==> src/rtl/alu_seq.sv <==
// alu_seq: sequential WIDTH-bit ALU with a start/done handshake and shifts/rotates that move one bit per clock.
// Optional macro ALU_SEQ_FLAGS_EN builds the ovfl/zero flag logic; without it both flags are tied to 0.
module alu_seq #(
  parameter int WIDTH = 8
) (
  input  logic             clk,
  input  logic             rst_n,
  input  logic             strt,
  input  logic [WIDTH-1:0] A,
  input  logic [WIDTH-1:0] B,
  input  logic [2:0]       mode,
  output logic [WIDTH-1:0] Y,
  output logic             done,
  output logic             busy,
  output logic             ovfl,
  output logic             zero
);
  localparam int SHW = $clog2(WIDTH);
  localparam logic [SHW-1:0] CNT_ONE = SHW'(1'b1);

  typedef enum logic [1:0] {IDLE = 2'd0, EXEC = 2'd1, SHIFT = 2'd2, DONE = 2'd3} state_t;

  state_t           state_r, state_s;
  logic [WIDTH-1:0] a_r, b_r, sh_r, sh_next_s, res_s;
  logic [2:0]       mode_r;
  logic [SHW-1:0]   cnt_r;
  logic             capture_s, load_s;

  function automatic logic is_shift(input logic [2:0] m);
    case (m)
      3'b010, 3'b100, 3'b101: is_shift = 1'b1;
      default:                is_shift = 1'b0;
    endcase
  endfunction

  function automatic logic [WIDTH-1:0] shift_one(input logic [2:0] m, input logic [WIDTH-1:0] v);
    case (m)
      3'b010:  shift_one = {v[0], v[WIDTH-1:1]};
      3'b100:  shift_one = {v[WIDTH-1], v[WIDTH-1:1]};
      3'b101:  shift_one = {v[WIDTH-2:0], v[WIDTH-1]};
      default: shift_one = v;
    endcase
  endfunction

  function automatic logic [WIDTH-1:0] exec_res(input logic [2:0] m, input logic [WIDTH-1:0] a,
                                                input logic [WIDTH-1:0] b);
    case (m)
      3'b000:  exec_res = a - b;
      3'b001:  exec_res = a + {1'b0, a[WIDTH-1:1]};
      3'b011:  exec_res = a + b;
      default: exec_res = a;  // pass, and shift/rotate by zero
    endcase
  endfunction

`ifdef ALU_SEQ_FLAGS_EN
  function automatic logic exec_ovf(input logic [2:0] m, input logic [WIDTH-1:0] a,
                                    input logic [WIDTH-1:0] b);
    logic [WIDTH-1:0] r;
    logic [WIDTH:0]   c;
    r = exec_res(m, a, b);
    c = {1'b0, a} + {2'b00, a[WIDTH-1:1]};
    case (m)
      3'b000:  exec_ovf = (a[WIDTH-1] ^ b[WIDTH-1]) & (r[WIDTH-1] ^ a[WIDTH-1]);
      3'b001:  exec_ovf = c[WIDTH];
      3'b011:  exec_ovf = ~(a[WIDTH-1] ^ b[WIDTH-1]) & (r[WIDTH-1] ^ a[WIDTH-1]);
      default: exec_ovf = 1'b0;
    endcase
  endfunction
`endif

  // Next-state decode; a new op may also be captured on the edge that leaves DONE.
  always_comb begin
    state_s   = state_r;
    capture_s = 1'b0;
    load_s    = 1'b0;
    res_s     = exec_res(mode_r, a_r, b_r);
    sh_next_s = shift_one(mode_r, sh_r);
    case (state_r)
      IDLE, DONE: begin
        if (strt) begin
          capture_s = 1'b1;
          if (is_shift(mode) && (B[SHW-1:0] != {SHW{1'b0}})) begin
            state_s = SHIFT;
          end else begin
            state_s = EXEC;
          end
        end else begin
          state_s = IDLE;
        end
      end
      EXEC: begin
        load_s  = 1'b1;
        state_s = DONE;
      end
      SHIFT: begin
        if (cnt_r == CNT_ONE) begin
          load_s  = 1'b1;
          res_s   = sh_next_s;
          state_s = DONE;
        end else begin
          state_s = SHIFT;
        end
      end
      default: state_s = IDLE;
    endcase
  end

  // State register, operand capture and the bit-serial shifter.
  always_ff @(posedge clk or negedge rst_n) begin
    if (!rst_n) begin
      state_r <= IDLE;
      a_r     <= {WIDTH{1'b0}};
      b_r     <= {WIDTH{1'b0}};
      mode_r  <= 3'b000;
      sh_r    <= {WIDTH{1'b0}};
      cnt_r   <= {SHW{1'b0}};
    end else begin
      state_r <= state_s;
      if (capture_s) begin
        a_r    <= A;
        b_r    <= B;
        mode_r <= mode;
        sh_r   <= A;
        cnt_r  <= B[SHW-1:0];
      end else if (state_r == SHIFT) begin
        sh_r  <= sh_next_s;
        cnt_r <= cnt_r - CNT_ONE;
      end
    end
  end

  // Registered result and handshake outputs.
  always_ff @(posedge clk or negedge rst_n) begin
    if (!rst_n) begin
      Y    <= {WIDTH{1'b0}};
      done <= 1'b0;
      busy <= 1'b0;
    end else begin
      done <= load_s;
      if (load_s) begin
        Y <= res_s;
      end
      if (capture_s) begin
        busy <= 1'b1;
      end else if (load_s) begin
        busy <= 1'b0;
      end
    end
  end

`ifdef ALU_SEQ_FLAGS_EN
  // Flags are loaded together with Y; shifts and rotates never overflow.
  always_ff @(posedge clk or negedge rst_n) begin
    if (!rst_n) begin
      ovfl <= 1'b0;
      zero <= 1'b0;
    end else if (load_s) begin
      ovfl <= (state_r == EXEC) ? exec_ovf(mode_r, a_r, b_r) : 1'b0;
      zero <= (res_s == {WIDTH{1'b0}});
    end
  end
`else
  assign ovfl = 1'b0;
  assign zero = 1'b0;
`endif
endmodule

==> config.mk <==
export PLATFORM = sky130hd
export DESIGN_NAME = alu_seq
export DESIGN_NICKNAME = d
export VERILOG_FILES = /design/src/rtl/alu_seq.sv
export SDC_FILE = /design/constraint.sdc
export NUM_CORES = 1
export LEC_CHECK = 0
export CAP_MARGIN = 20
export CORE_MARGIN = 2
export CORE_UTILIZATION = 45
export DETAILED_ROUTE_END_ITERATION = 12
export GPL_ROUTABILITY_DRIVEN = 0
export PLACE_DENSITY_LB_ADDON = 0.12
export SLEW_MARGIN = 10
export SYNTH_ARGS = -nofsm -noshare
export SYNTH_HDL_FRONTEND = slang
export SYNTH_SLANG_ARGS = --single-unit
==> constraint.sdc <==
create_clock -name clk -period 8.9 [get_ports clk]
set_input_delay 0.89 -clock clk [delete_from_list [all_inputs] [get_ports clk]]
set_output_delay 0.89 -clock clk [all_outputs]
set_load 0.01 [all_outputs]
=== Word-level counts from Yosys, hierarchy flattened ===
Cells that the tools add are included.

* Mux-type cells: 21
* Reduce and logical (&&, ||, !) cells: 8
* $add $sub $neg: 4
* Eq/ne operators: 12

{| class="wikitable"
|+ Operators with widths
! operator !! count
|-
| $pmux W8 S3 || 2
|-
| $mux W8 || 4
|-
| $eq A3 B3 Y1 const B || 4
|-
| $eq A3 B2 Y1 const B || 3
|-
| $mux W1 || 9
|-
| $add A8 B7 Y8 || 1
|-
| $add A8 B8 Y8 || 1
|-
| $sub A8 B8 Y8 || 1
|-
| $eq A3 B1 Y1 const B || 2
|-
| $mux W3 || 2
|-
| $pmux W2 S3 || 1
|-
| $eq A2 B2 Y1 const B || 2
|-
| $mux W2 || 2
|-
| $reduce_bool A2 Y1 || 2
|-
| $logic_not A3 Y1 || 1
|-
| $reduce_bool A3 Y1 || 1
|-
| $reduce_or A3 Y1 || 1
|-
| $sub A3 B1 Y3 const B || 1
|-
| $eq A2 B1 Y1 const B || 1
|-
| $logic_not A2 Y1 || 1
|-
| $pmux W1 S2 || 1
|-
| $reduce_or A2 Y1 || 1
|-
| $logic_and A1 B1 Y1 || 1
|}

* Word-level logic and storage cells: 54
* Output and inout bits: 12
* Register bits: 42

=== Depth between registers and ports, before layout ===
* Word-level depth: 9
* Gate-level depth with buffers: 14
* Gate-level depth less buffers: 14

=== Worst setup path after synthesis ===
OpenSTA, ideal clock, no wires.

* Path kind: register -> register
* Start: reg mode_r[1]
* End: reg Y[7]
* Stages on the path, launching flop included: 14
* Library setup time: 0.101 ns
* Data required time: 8.799 ns
* Data arrival time: 2.800 ns
* Period minus slack after synthesis: 2.900 ns
* Setup slack: 6.000 ns
* Path through: dfrtp_1 buf_2 buf_1 nor2_1 nand2_1 o311ai_0 ha_1 a21oi_1 a21boi_0 o41ai_1 xor2_1 nand2_1 xor2_1 o311ai_2

* Cells in the longest elaborated chain, start to end: 4

{| class="wikitable"
|+ RTL lines
! item !! RTL line !! source
|-
| from (decl) || 25 || <nowiki>logic [2:0] mode_r;</nowiki>
|-
| from (signal assigned) || 122 || <nowiki>mode_r <= mode;</nowiki>
|-
| $eq A3 B2 Y1, or another cell as far along || 47 || <nowiki>case (m)</nowiki>
|-
| $pmux W8 S3, on equally long branches || 47, 37 ||
|-
| $mux W8 || 96 || <nowiki>if (cnt_r == CNT_ONE) begin</nowiki>
|-
| $mux W8 (*) || 78 || <nowiki>case (state_r)</nowiki>
|-
| to (signal assigned) || 135 || <nowiki>Y <= {WIDTH{1'b0}};</nowiki>
|-
| to (signal assigned) || 141 || <nowiki>Y <= res_s;</nowiki>
|-
| to (decl) || 12 || <nowiki>output logic [WIDTH-1:0] Y,</nowiki>
|}

Mark *: on every way between the ends. The rest lies on a longest branch, timed or not.
A chain may end at the register's enable or synchronous reset.

=== Worst setup path in the final report ===
* Start: reg mode_r[0]
* End: reg Y[7]

Same word-level chain as after synthesis.

==> flow_summary_export.csv <==
group,metric,value,unit
routing,drt.antenna.violating_nets,0,
hold_path,worst_hold_path.num_cells,2,
routing,initialDrtViolationCount,120,
clock_network,clock_tree.buffer_depth,2,
global_routing,antenna_violations_before_repair,0,
hold_path,worstHoldStart,"busy$_DFFE_PN0P_",
synthesis,post_synth_inst_count,324,
clock_network,cts_hold_buffers,0,
synthesis,synth.avg_cell_area,8.353,µm²
pwr,vdd_ir_drop_max,0.0002024,V
synthesis,synth.cell_area,0.002706,mm²
synthesis,postSynth.asyncResetShare,100.0,%
floorplanning,fp.dieW,81.55,µm
clock_network,cts_inserted_buffers,5,
setup_path,reg2reg_depth,13,
clock_network,h-tree-depth,2,
setup_path,crit_type,"flop to flop",
flow_run,max_cap_violations,0,
synthesis,synth-seq-cells,42,
sta,tightest_slew,0.9858,ns
sta,slew_headroom,34.28,%
routing,first_pass_iters,4,
setup_path,worst_ep_arrival_time,3.76,ns
sta,slew_viol_final,0,
global_routing,first_global_vias,1996,
setup_path,startpoint,"mode_r[0]$_DFFE_PN0P_",
place,post-dp-hpwl,4484,µm
floorplanning,die-height,81.55,µm
synthesis,synth.yosys.seq_area_share,38.83,%
pwr,cell_pwr_density,448.1,mW/mm²
finish,area_growth_syn_to_layout,17.15,%
pwr,power.leakage,1.476,nW
pwr,total_power,1.421,mW
synthesis,synth_edf_count,0,
sta,setup-violations-final,0,
clock_network,tritoncts,"done",
setup_path,crit-reg2reg-launch,"mode_r[0]$_DFFE_PN0P_",
routing,drcViolationCount,0,
setup_path,endpoint_kind,"flop",
clock_network,clk_transition_reported_paths,0.09,ns
routing,avgRoutedWirePerCell,14.69,µm
sta,post-route-min-period,3.553,ns
sta,final_hold_fails,0,
global_routing,grt_start_max_net_pins,43,
routing,route.detailed.vias_per_inst,5.354,
run_status,outcome,"finished clean",
synthesis,dominantRegCellSynth,"dfrtp_1",
finish,antenna-diode-count,0,
clock_network,insertion_delay,0.30,ns
place,place_ws,5.409,ns
clock_network,clock_sinks,42,
sta,setup_ws,5.347,ns
floorplanning,starting_density_of_the_core,46.26,%
floorplanning,core.rowCount,28,
sta,rsz0062_at_grt,"false",
routing,route.vias.total,2254,
clock_network,cts.repair_timing.setup_buffer_count,0,
floorplanning,floorplan.die_area,0.006650,mm²
floorplanning,floorplan.core_area,0.005851,mm²
sta,max_freq,281.5,MHz
sta,setup_tns,0,ns
clock_network,gates_resized_cts_repair,0,
global_routing,global_route.usage.total,20.44,%
synthesis,netlist-cell-type-count,45,
setup_path,start_kind,"flop",
sta,timing.clock.skew,0.005883,ns
routing,final_wirelength,6185,µm
sta,fin_crit_sh,39.92,%
synthesis,synth.yosys.warnings,0,
finish,fin_nets,382,
global_routing,grt_overflow,0,
hold_path,hold_class,"flop to flop",
place,placement.io_buffers,31,
setup_path,critPathRequiredTime,9.10,ns
floorplanning,io-pin-count,34,
setup_path,crit_fanout,20,
global_routing,grt_first_pass_wirelength,10110,µm
finish,final_layout_size_suffix_gt1_share,4.046,%
clock_network,ctsRootBufferMaster,"clkbuf_8",
==> worst paths after layout <==
kind | slack [ns] | end
min | 0.49 | busy$_DFFE_PN0P_
max in group asynchronous | 7.86 | a_r[6]$_DFFE_PN0P_
min in group asynchronous | 0.55 | a_r[2]$_DFFE_PN0P_
max reg2reg | 5.35 | Y[7]$_DFFE_PN0P_
min reg2reg | 0.49 | busy$_DFFE_PN0P_
max | 5.35 | Y[7]$_DFFE_PN0P_
==> registers in the layout (all words and copies together) (netlist names) <==
signal and flops:
b_r 8, mode_r 3, busy 1, state_r 2
cnt_r 3, Y 8, a_r 8, sh_r 8
done 1
==> cell usage after synthesis, types with 2 or more instances <==
library cell	n	area share, %
inv_1	10	1.4
o32a_1	2	0.74
o21ai_0	26	4.8
nand3_1	3	0.55
a211oi_1	2	0.55
buf_4	2	0.55
o311ai_0	2	0.65
o21a_1	3	0.83
buf_1	3	0.42
nand2_1	78	11
and3_1	2	0.46
mux2i_1	21	7.8
nor3_1	2	0.37
ha_1	14	6.5
nor2_1	26	3.6
o21ai_1	6	1.1
a221oi_1	8	2.6
nor2b_1	2	0.46
a21o_1	2	0.55
or3_1	2	0.46
a31oi_1	2	0.46
dfrtp_1	42	39
xnor2_1	5	1.6
xor2_1	6	1.9
a21oi_1	12	2.2
nand2b_1	9	2.1
clkbuf_1	14	1.9
==> area by class of cell <==
class                      count  area [µm²]
inverter                      11       41.29
tap                           75       93.84
timing repair buffer          33       340.3
sequential                    42        1051
multi-input combinational    252        1534
clock buffer                   6       72.57
fill                         573        2680
clock inverter                 2       37.54
==> critical path: stages (launching register included) <==
cell and delay (ns):
dfrtp_1 0.71, nor2b_1 0.52, nand2_1 0.19, nand2_1 0.11
nand2_1 0.05, o311ai_0 0.14, ha_1 0.35, a21oi_1 0.19
a21boi_0 0.14, o41ai_1 0.42, xor2_1 0.18, nand2_1 0.07
xor2_1 0.19, o311ai_2 0.21
==> cells in the final DEF, fill, tap and decap left out, types with 3 or more instances in the layout <==
master / count
a21oi_1: 12
a221oi_1: 8
clkbuf_8: 5
clkdlybuf4s50_1: 30
dfrtp_1: 42
ha_1: 14
inv_1: 10
mux2i_1: 21
nand2_1: 78
nand2b_1: 9
nand3_1: 3
nor2_1: 26
o21a_1: 3
o21ai_0: 26
o21ai_1: 6
xnor2_1: 5
xor2_1: 6
==> routing by layer <==
layer	vias up	track usage [%]	share of wire, %
li1	1148	-	-
met1	1042	27.06	45
met2	53	33.61	47
met3	11	3.736	5.5
met4	0	6.949	2.2
met5	-	0	0
==> report_power, final <==
part	switching (mW)	internal [mW]
logic	0.462	0.397
clock network	0.0698	0.0838
registers	0.122	0.286
total	0.654	0.767
==> cell families after synthesis <==
logic type                 after synthesis  synth area share, %
AOI/OAI and AO/OA                       72                16.88
xor gates and xnor gates                11                3.560
adders and majority gates               15                7.212
buffers and inverters                   31                4.623
DFF                                     42                38.84
muxes                                   22                8.183
other                                    1               0.1386
and+or+nand+nor                        130                20.57
==> stage by stage <==
step	instance area (µm²)	utilization, %	hold slack (ns)	std cells
global placement	3033	51.84	0.4598	412
finish	3171	54.19	0.4872	421
global route	3171	54.19	0.5135	421
detailed placement	3033	51.84	0.4753	412
CTS	3143	53.72	0.4938	420
floorplan	2710	-	0.4690	325
Power figures use the tool's default switching activity.
